### config.mk
export PLATFORM = sky130hd
export DESIGN_NAME = vram_arbiter
export DESIGN_NICKNAME = d
export VERILOG_FILES = /design/src/rtl/vram_arbiter.sv
export SDC_FILE = /design/constraint.sdc
export NUM_CORES = 1
export LEC_CHECK = 0
export CORE_ASPECT_RATIO = 1.5
export CORE_MARGIN = 1
export CORE_UTILIZATION = 34
export DETAILED_ROUTE_END_ITERATION = 10
export GPL_TIMING_DRIVEN = 0
export PLACE_DENSITY_LB_ADDON = 0.12
export SYNTH_ARGS = -nofsm -noshare
export SYNTH_HDL_FRONTEND = slang
export SYNTH_SLANG_ARGS = --single-unit
### constraint.sdc
create_clock -name clk -period 2.58 [get_ports clk]
set_input_delay 0.387 -clock clk [delete_from_list [all_inputs] [get_ports clk]]
set_output_delay 0.387 -clock clk [all_outputs]
set_load 0.02 [all_outputs]
### src/rtl/vram_arbiter.sv
// Frame-RAM arbiter: scan-out reads own the RAM during active video, queued
// game-logic writes drain during blanking. Define VRAM_ARB_STATS_EN to add stall_cnt.
module vram_arbiter #(
  parameter int H_ACTIVE   = 640,
  parameter int V_ACTIVE   = 480,
  parameter int FIFO_DEPTH = 4
) (
  input  logic        clk,
  input  logic        rst,
  input  logic [9:0]  hc_out,
  input  logic [9:0]  vc_out,
  input  logic [15:0] rd_addr,
  output logic [7:0]  rd_data,
  input  logic        wr_req,
  input  logic [15:0] wr_addr,
  input  logic [7:0]  wr_data,
  output logic        wr_ready,
  output logic [15:0] ram_addr,
  output logic        ram_we,
  output logic [7:0]  ram_wdata,
  input  logic [7:0]  ram_rdata,
  output logic        frame_start
`ifdef VRAM_ARB_STATS_EN
  ,
  output logic [15:0] stall_cnt
`endif
);

  localparam int PTR_W = (FIFO_DEPTH > 1) ? $clog2(FIFO_DEPTH) : 1;
  localparam int CNT_W = PTR_W + 1;

  localparam logic [1:0] IDLE  = 2'd0;
  localparam logic [1:0] DRAIN = 2'd1;
  localparam logic [1:0] SCAN  = 2'd2;

  logic             active;
  logic [1:0]       cur_state;
  logic [1:0]       prev_state;
  logic [CNT_W-1:0] count;
  logic [PTR_W-1:0] wr_ptr;
  logic [PTR_W-1:0] rd_ptr;
  logic [23:0]      fifo_mem [FIFO_DEPTH];
  logic [15:0]      head_addr;
  logic [7:0]       head_data;
  logic             full;
  logic             push;
  logic             pop;

  assign active = ({1'b0, hc_out} < 11'(H_ACTIVE)) && ({1'b0, vc_out} < 11'(V_ACTIVE));

  // The arbitration state is decoded from this cycle's scan position so that a
  // rising active edge stops draining in the very same cycle.
  always_comb begin
    cur_state = IDLE;
    if (rst)
      cur_state = IDLE;
    else if (active)
      cur_state = SCAN;
    else if (count != '0)
      cur_state = DRAIN;
  end

  always_ff @(posedge clk or posedge rst) begin
    if (rst)
      prev_state <= IDLE;
    else
      prev_state <= cur_state;
  end

  assign full     = (count == CNT_W'(FIFO_DEPTH));
  assign wr_ready = !rst && !full;
  assign push     = wr_req && wr_ready;
  assign pop      = (cur_state == DRAIN);

  assign {head_addr, head_data} = fifo_mem[rd_ptr];

  always_ff @(posedge clk) begin
    if (push)
      fifo_mem[wr_ptr] <= {wr_addr, wr_data};
  end

  always_ff @(posedge clk or posedge rst) begin
    if (rst) begin
      wr_ptr <= '0;
      rd_ptr <= '0;
      count  <= '0;
    end else begin
      if (push)
        wr_ptr <= wr_ptr + 1'b1;
      if (pop)
        rd_ptr <= rd_ptr + 1'b1;
      case ({push, pop})
        2'b10:   count <= count + 1'b1;
        2'b01:   count <= count - 1'b1;
        default: count <= count;
      endcase
    end
  end

  always_comb begin
    ram_addr  = 16'h0000;
    ram_wdata = 8'h00;
    ram_we    = 1'b0;
    case (cur_state)
      SCAN:  ram_addr = rd_addr;
      DRAIN: begin
        ram_addr  = head_addr;
        ram_wdata = head_data;
        ram_we    = 1'b1;
      end
      default: ;
    endcase
  end

  // RAM data returned for a scan read lands one cycle later; capture it only then.
  always_ff @(posedge clk or posedge rst) begin
    if (rst)
      rd_data <= 8'h00;
    else if (prev_state == SCAN)
      rd_data <= ram_rdata;
    else
      rd_data <= 8'h00;
  end

  always_ff @(posedge clk or posedge rst) begin
    if (rst)
      frame_start <= 1'b0;
    else
      frame_start <= (hc_out == 10'd0) && (vc_out == 10'd0);
  end

`ifdef VRAM_ARB_STATS_EN
  always_ff @(posedge clk or posedge rst) begin
    if (rst)
      stall_cnt <= 16'h0000;
    else if (frame_start)
      stall_cnt <= 16'h0000;
    else if (wr_req && !wr_ready && (stall_cnt != 16'hFFFF))
      stall_cnt <= stall_cnt + 16'h0001;
  end
`endif

  a_no_write_when_active : assert property (@(posedge clk) disable iff (rst) active |-> !ram_we);
  a_no_push_when_full    : assert property (@(posedge clk) disable iff (rst) full |-> !push);

endmodule

==> results of run 1 <==
-- worst min-delay path by stage --
stage | endpoint | slack (ns) | depth (start not counted) | start
6_report | wr_ptr[1] | 0.27 | 3 | rst
5_1_grt | frame_start | 0.29 | 3 | rst
4_1_cts | frame_start | 0.27 | 3 | rst
3_5_place_dp | count[0] | 0.53 | 1 | count[0]
3_3_place_gp | count[2] | 0.52 | 1 | count[2]
2_1_floorplan | count[0] | 0.23 | 1 | rst
-- tightest hold or removal path, delay by kind of cell --
kind	cells	cell delay, ns
buf+inv	3	0.65
-- area by class of cell --
type | count | area [um^2]
clock inverter | 4 | 47.5
multi-input combinational | 134 | 1380
buffer | 11 | 105
fill | 1104 | 6280
tap | 159 | 199
timing repair buffer | 122 | 1240
sequential | 114 | 3330
inverter | 8 | 33.8
clock buffer | 28 | 527
-- through the flow --
stage | hold slack, ns | std cells | total power [mW] | util | setup slack, ns
finish | 0.269 | 580 | 6.23 | 0.522 | -0.174
global route | 0.285 | 580 | 6.52 | 0.522 | -0.285
CTS | 0.265 | 578 | 6.26 | 0.516 | -0.212
detailed placement | 0.528 | 532 | 3.87 | 0.447 | -1.66
global placement | 0.522 | 532 | 3.84 | 0.447 | -1.60
floorplan | 0.231 | 268 | 3.32 | - | 0.0651
-- cells in the final DEF, fill, tap and decap left out, types with 5 or more instances in the layout --
| cell | count |
|---|---|
| sky130_fd_sc_hd__o22ai_2 | 7 |
| sky130_fd_sc_hd__mux4_2 | 8 |
| sky130_fd_sc_hd__clkdlybuf4s50_1 | 72 |
| sky130_fd_sc_hd__o22ai_4 | 7 |
| sky130_fd_sc_hd__nor4_1 | 5 |
| sky130_fd_sc_hd__clkbuf_16 | 18 |
| sky130_fd_sc_hd__dfrtp_1 | 18 |
| sky130_fd_sc_hd__buf_6 | 18 |
| sky130_fd_sc_hd__a21o_1 | 16 |
| sky130_fd_sc_hd__inv_1 | 6 |
| sky130_fd_sc_hd__dlygate4sd2_1 | 16 |
| sky130_fd_sc_hd__ha_1 | 5 |
| sky130_fd_sc_hd__clkbuf_1 | 5 |
| sky130_fd_sc_hd__buf_2 | 5 |
| sky130_fd_sc_hd__buf_4 | 14 |
| sky130_fd_sc_hd__edfxtp_1 | 96 |
| sky130_fd_sc_hd__mux2i_1 | 33 |
| sky130_fd_sc_hd__and2_1 | 20 |
| sky130_fd_sc_hd__clkbuf_8 | 7 |
-- registers in the layout (all words and copies together), names as in the netlist --
register	count
prev_state	2
fifo_mem	96
rd_ptr	2
wr_ptr	2
frame_start	1
rd_data	8
count	3
-- routing by layer --
layer  part of all wire  vias up  GRT usage
li1                   -     1310          -
met1               0.38     1362      0.140
met2               0.56       77      0.269
met3              0.050       14     0.0480
met4              0.016        0     0.0738
met5                  0        -          0
-- kinds of logic after synthesis --
group | after synthesis | synth area share
flip-flops | 114 | 0.722
buffers and inverters | 20 | 0.0233
AND/OR/NAND/NOR | 42 | 0.0534
adder cells (fa/ha/maj) | 8 | 0.0233
XOR/XNOR | 6 | 0.0114
multiplexers | 42 | 0.113
AO/OA/AOI/OAI | 36 | 0.0537
-- what timing repair did --
item,CTS,global route
cloned,1,1
buffers inserted,13,1
endpoints found under the setup margin,27,20
pin swaps,11,5
resized for setup,157,8
-- synth_stat cells, types with 2 or more instances --
cell	number
sky130_fd_sc_hd__edfxtp_1	96
sky130_fd_sc_hd__mux2i_1	33
sky130_fd_sc_hd__and2_1	21
sky130_fd_sc_hd__dfrtp_1	18
sky130_fd_sc_hd__a21o_1	16
sky130_fd_sc_hd__o22ai_1	16
sky130_fd_sc_hd__inv_1	8
sky130_fd_sc_hd__mux4_2	8
sky130_fd_sc_hd__ha_1	7
sky130_fd_sc_hd__buf_2	5
sky130_fd_sc_hd__nor4_1	5
sky130_fd_sc_hd__nand2_1	4
sky130_fd_sc_hd__nor2_1	4
sky130_fd_sc_hd__buf_6	3
sky130_fd_sc_hd__xnor2_1	3
sky130_fd_sc_hd__xor2_1	3
sky130_fd_sc_hd__clkbuf_1	2
sky130_fd_sc_hd__nand3_1	2
sky130_fd_sc_hd__nor2b_1	2
-- power breakdown --
part	leakage [nW]	switching, mW	total, mW	internal, mW
Sequential	1.10	0.0738	2.32	2.25
Clock	0.281	0.722	2.19	1.47
Combinational	1.34	0.869	1.71	0.842
Total	2.72	1.66	6.23	4.56
==> run summary, run 1 <==
======================================================================================================
Max stage delay on crit path ............................................................      0.49 ns
Leakage power ...........................................................................      2.72 nW
Number of antenna violations at the first check in global routing .......................            0
Max-slew violations .....................................................................            0
Core Region .............................................................................   13100 um^2
Die boundary width ......................................................................      97.1 um
Run status .............................................................................. finished, violations left
Worst Setup EP ..........................................................................  ram_addr[4]
Dominant cells by area after synthesis .................................................. sky130_fd_sc_hd__edfxtp_1 (62%), sky130_fd_sc_hd__dfrtp_1 (9.8%), sky130_fd_sc_hd__mux2i_1 (7.2%)
Routed length per instance ..............................................................      16.7 um
Worst reg-to-reg setup slack ............................................................      0.28 ns
Standard cell with the maximum stage delay on the critical path ......................... sky130_fd_sc_hd__or3b_4
Class of the tightest hold or removal check ............................................. primary input to async pin
Layout Nets .............................................................................          487
Share of synthesized area occupied by flip-flops and latches ............................        0.722
Maximum fanout encountered on the critical timing path ..................................            8
Sum of negative setup slack .............................................................     -2.27 ns
Count of hold-fix buffers inserted at cts ...............................................            0
CTS Root Cell ........................................................................... sky130_fd_sc_hd__clkbuf_16
Power density of the placed cells .......................................................  907 nW/um^2
Layout-stage area growth over the synthesis result ......................................        48.7%
Pin count of the biggest net entering global routing ....................................           25
Post-synth cell types ...................................................................           31
Half-perimeter wire length after placement ..............................................      6110 um
Total iterations of the first detailed-routing run ......................................            6
Number of synthesized flops with an enable pin ..........................................           96
Final Hold Viols ........................................................................            0
Max-cap viol count ......................................................................            0
Congestion Overflow GR ..................................................................            0
Via-per-instance ratio ..................................................................         4.76
Post-synthesis register bit count .......................................................          114
Cell family with the largest share of critical-path delay ............................... simple AND/OR/NAND/NOR gates
Start point of the critical path ........................................................     count[0]
Clock transition at the register clock pins on the worst setup and hold paths after CTS .      0.05 ns
Number of antenna diodes ................................................................            0
Peak supply drop ........................................................................       469 uV
Upper clock frequency limit .............................................................    0.363 GHz
I/O pin count ...........................................................................          106
Number of port buffers ..................................................................          105
Detail Route Antenna Nets ...............................................................            0
Die Footprint ...........................................................................   14100 um^2
Number of gates on the worst path with buffers counted ..................................            9
Final critical-path required period .....................................................      2.75 ns
Portion of synthesized cell area occupied by the leading cell type ......................        0.624
Weighted congestion reported at the end of routability-driven placement .................        0.684
Count of final setup violators ..........................................................           16
Fraction of final layout cells with drive strength greater than 1 .......................        0.257
Number of violations reported at the end of detailed-routing iteration 0 ................           86
Mean post-synth cell area ...............................................................    17.2 um^2
Critical path class ..................................................................... register to output pin
Number of global-route vias before repair ...............................................         2890
TritonCTS Buffers .......................................................................           17
Post-Syn Nets ...........................................................................          347
Wire length of the first global-routing pass ............................................     14600 um
Reg-to-Reg End .......................................................................... fifo_mem[0][16]
Tcrit/Tclk final ........................................................................         1.07
Max transition margin ...................................................................        0.130
Critical path startpoint category .......................................................     register
Chain of cells forming the critical path ................................................ nor3_2, nor2_2, nand2_2, ha_4, or3b_4, buf_12, o22ai_2, a21o_1, buf_6
Worst setup margin ......................................................................    -0.174 ns
Path depth of the worst reg2reg path ....................................................            4
Vias post-DR ............................................................................         2763
Number of buffers between clock root and the deepest sink ...............................            2
Routed wire length ......................................................................      9660 um
Worst path bufs/invs ....................................................................            2
Dominant synthesized flop cell .......................................................... sky130_fd_sc_hd__edfxtp_1
Data arrival time of the critical path ..................................................      2.37 ns
Insertion delay to the later sink of the worst-skew pair ................................      0.40 ns
Clk sinks ...............................................................................          114
Number of cells produced by synthesis ...................................................          268
Actual transition at the worst max-transition pin .......................................      1.30 ns
Placement row count .....................................................................           51
Required arrival time at the worst endpoint .............................................      2.19 ns
Origin of the critical flop-to-flop path ................................................     count[0]
Layout Cell Area excl Fill ..............................................................    6870 um^2
Global router's overall resource usage ..................................................        0.144
Netlist Area Pre-Place ..................................................................    4620 um^2
Area after DPL ..........................................................................    5870 um^2
Leading area contributor after synthesis ................................................ sky130_fd_sc_hd__edfxtp_1
Clock Skew ..............................................................................    0.0116 ns
Post-synthesis async set-or-reset flop share ............................................        0.158
Y dimension of the die ..................................................................       145 um
Depth of the CTS H-tree .................................................................            4
Count of warnings emitted by yosys ......................................................            0
RSZ-0062 raised after global routing ....................................................          yes
Failing checks .......................................................................... setup timing
Initial cell density of the core ........................................................        0.351
CTS tree ................................................................................        built
Kind of end point of the critical path ..................................................   output pin
DRC violation count after routing .......................................................            0
======================================================================================================
No activity file was read; power rests on OpenSTA's default activity.
==> run 2: changes to the inputs <==
--- a/config.mk
+++ b/config.mk
@@ -5,6 +5,7 @@
 export SDC_FILE = /design/constraint.sdc
 export NUM_CORES = 1
 export LEC_CHECK = 0
+export ABC_CLOCK_PERIOD_IN_PS = 2580
 export CORE_ASPECT_RATIO = 1.5
 export CORE_MARGIN = 1
 export CORE_UTILIZATION = 34
==> results of run 2 <==
Same layout as run 1: the final DEF is identical, and so are final timing and power.
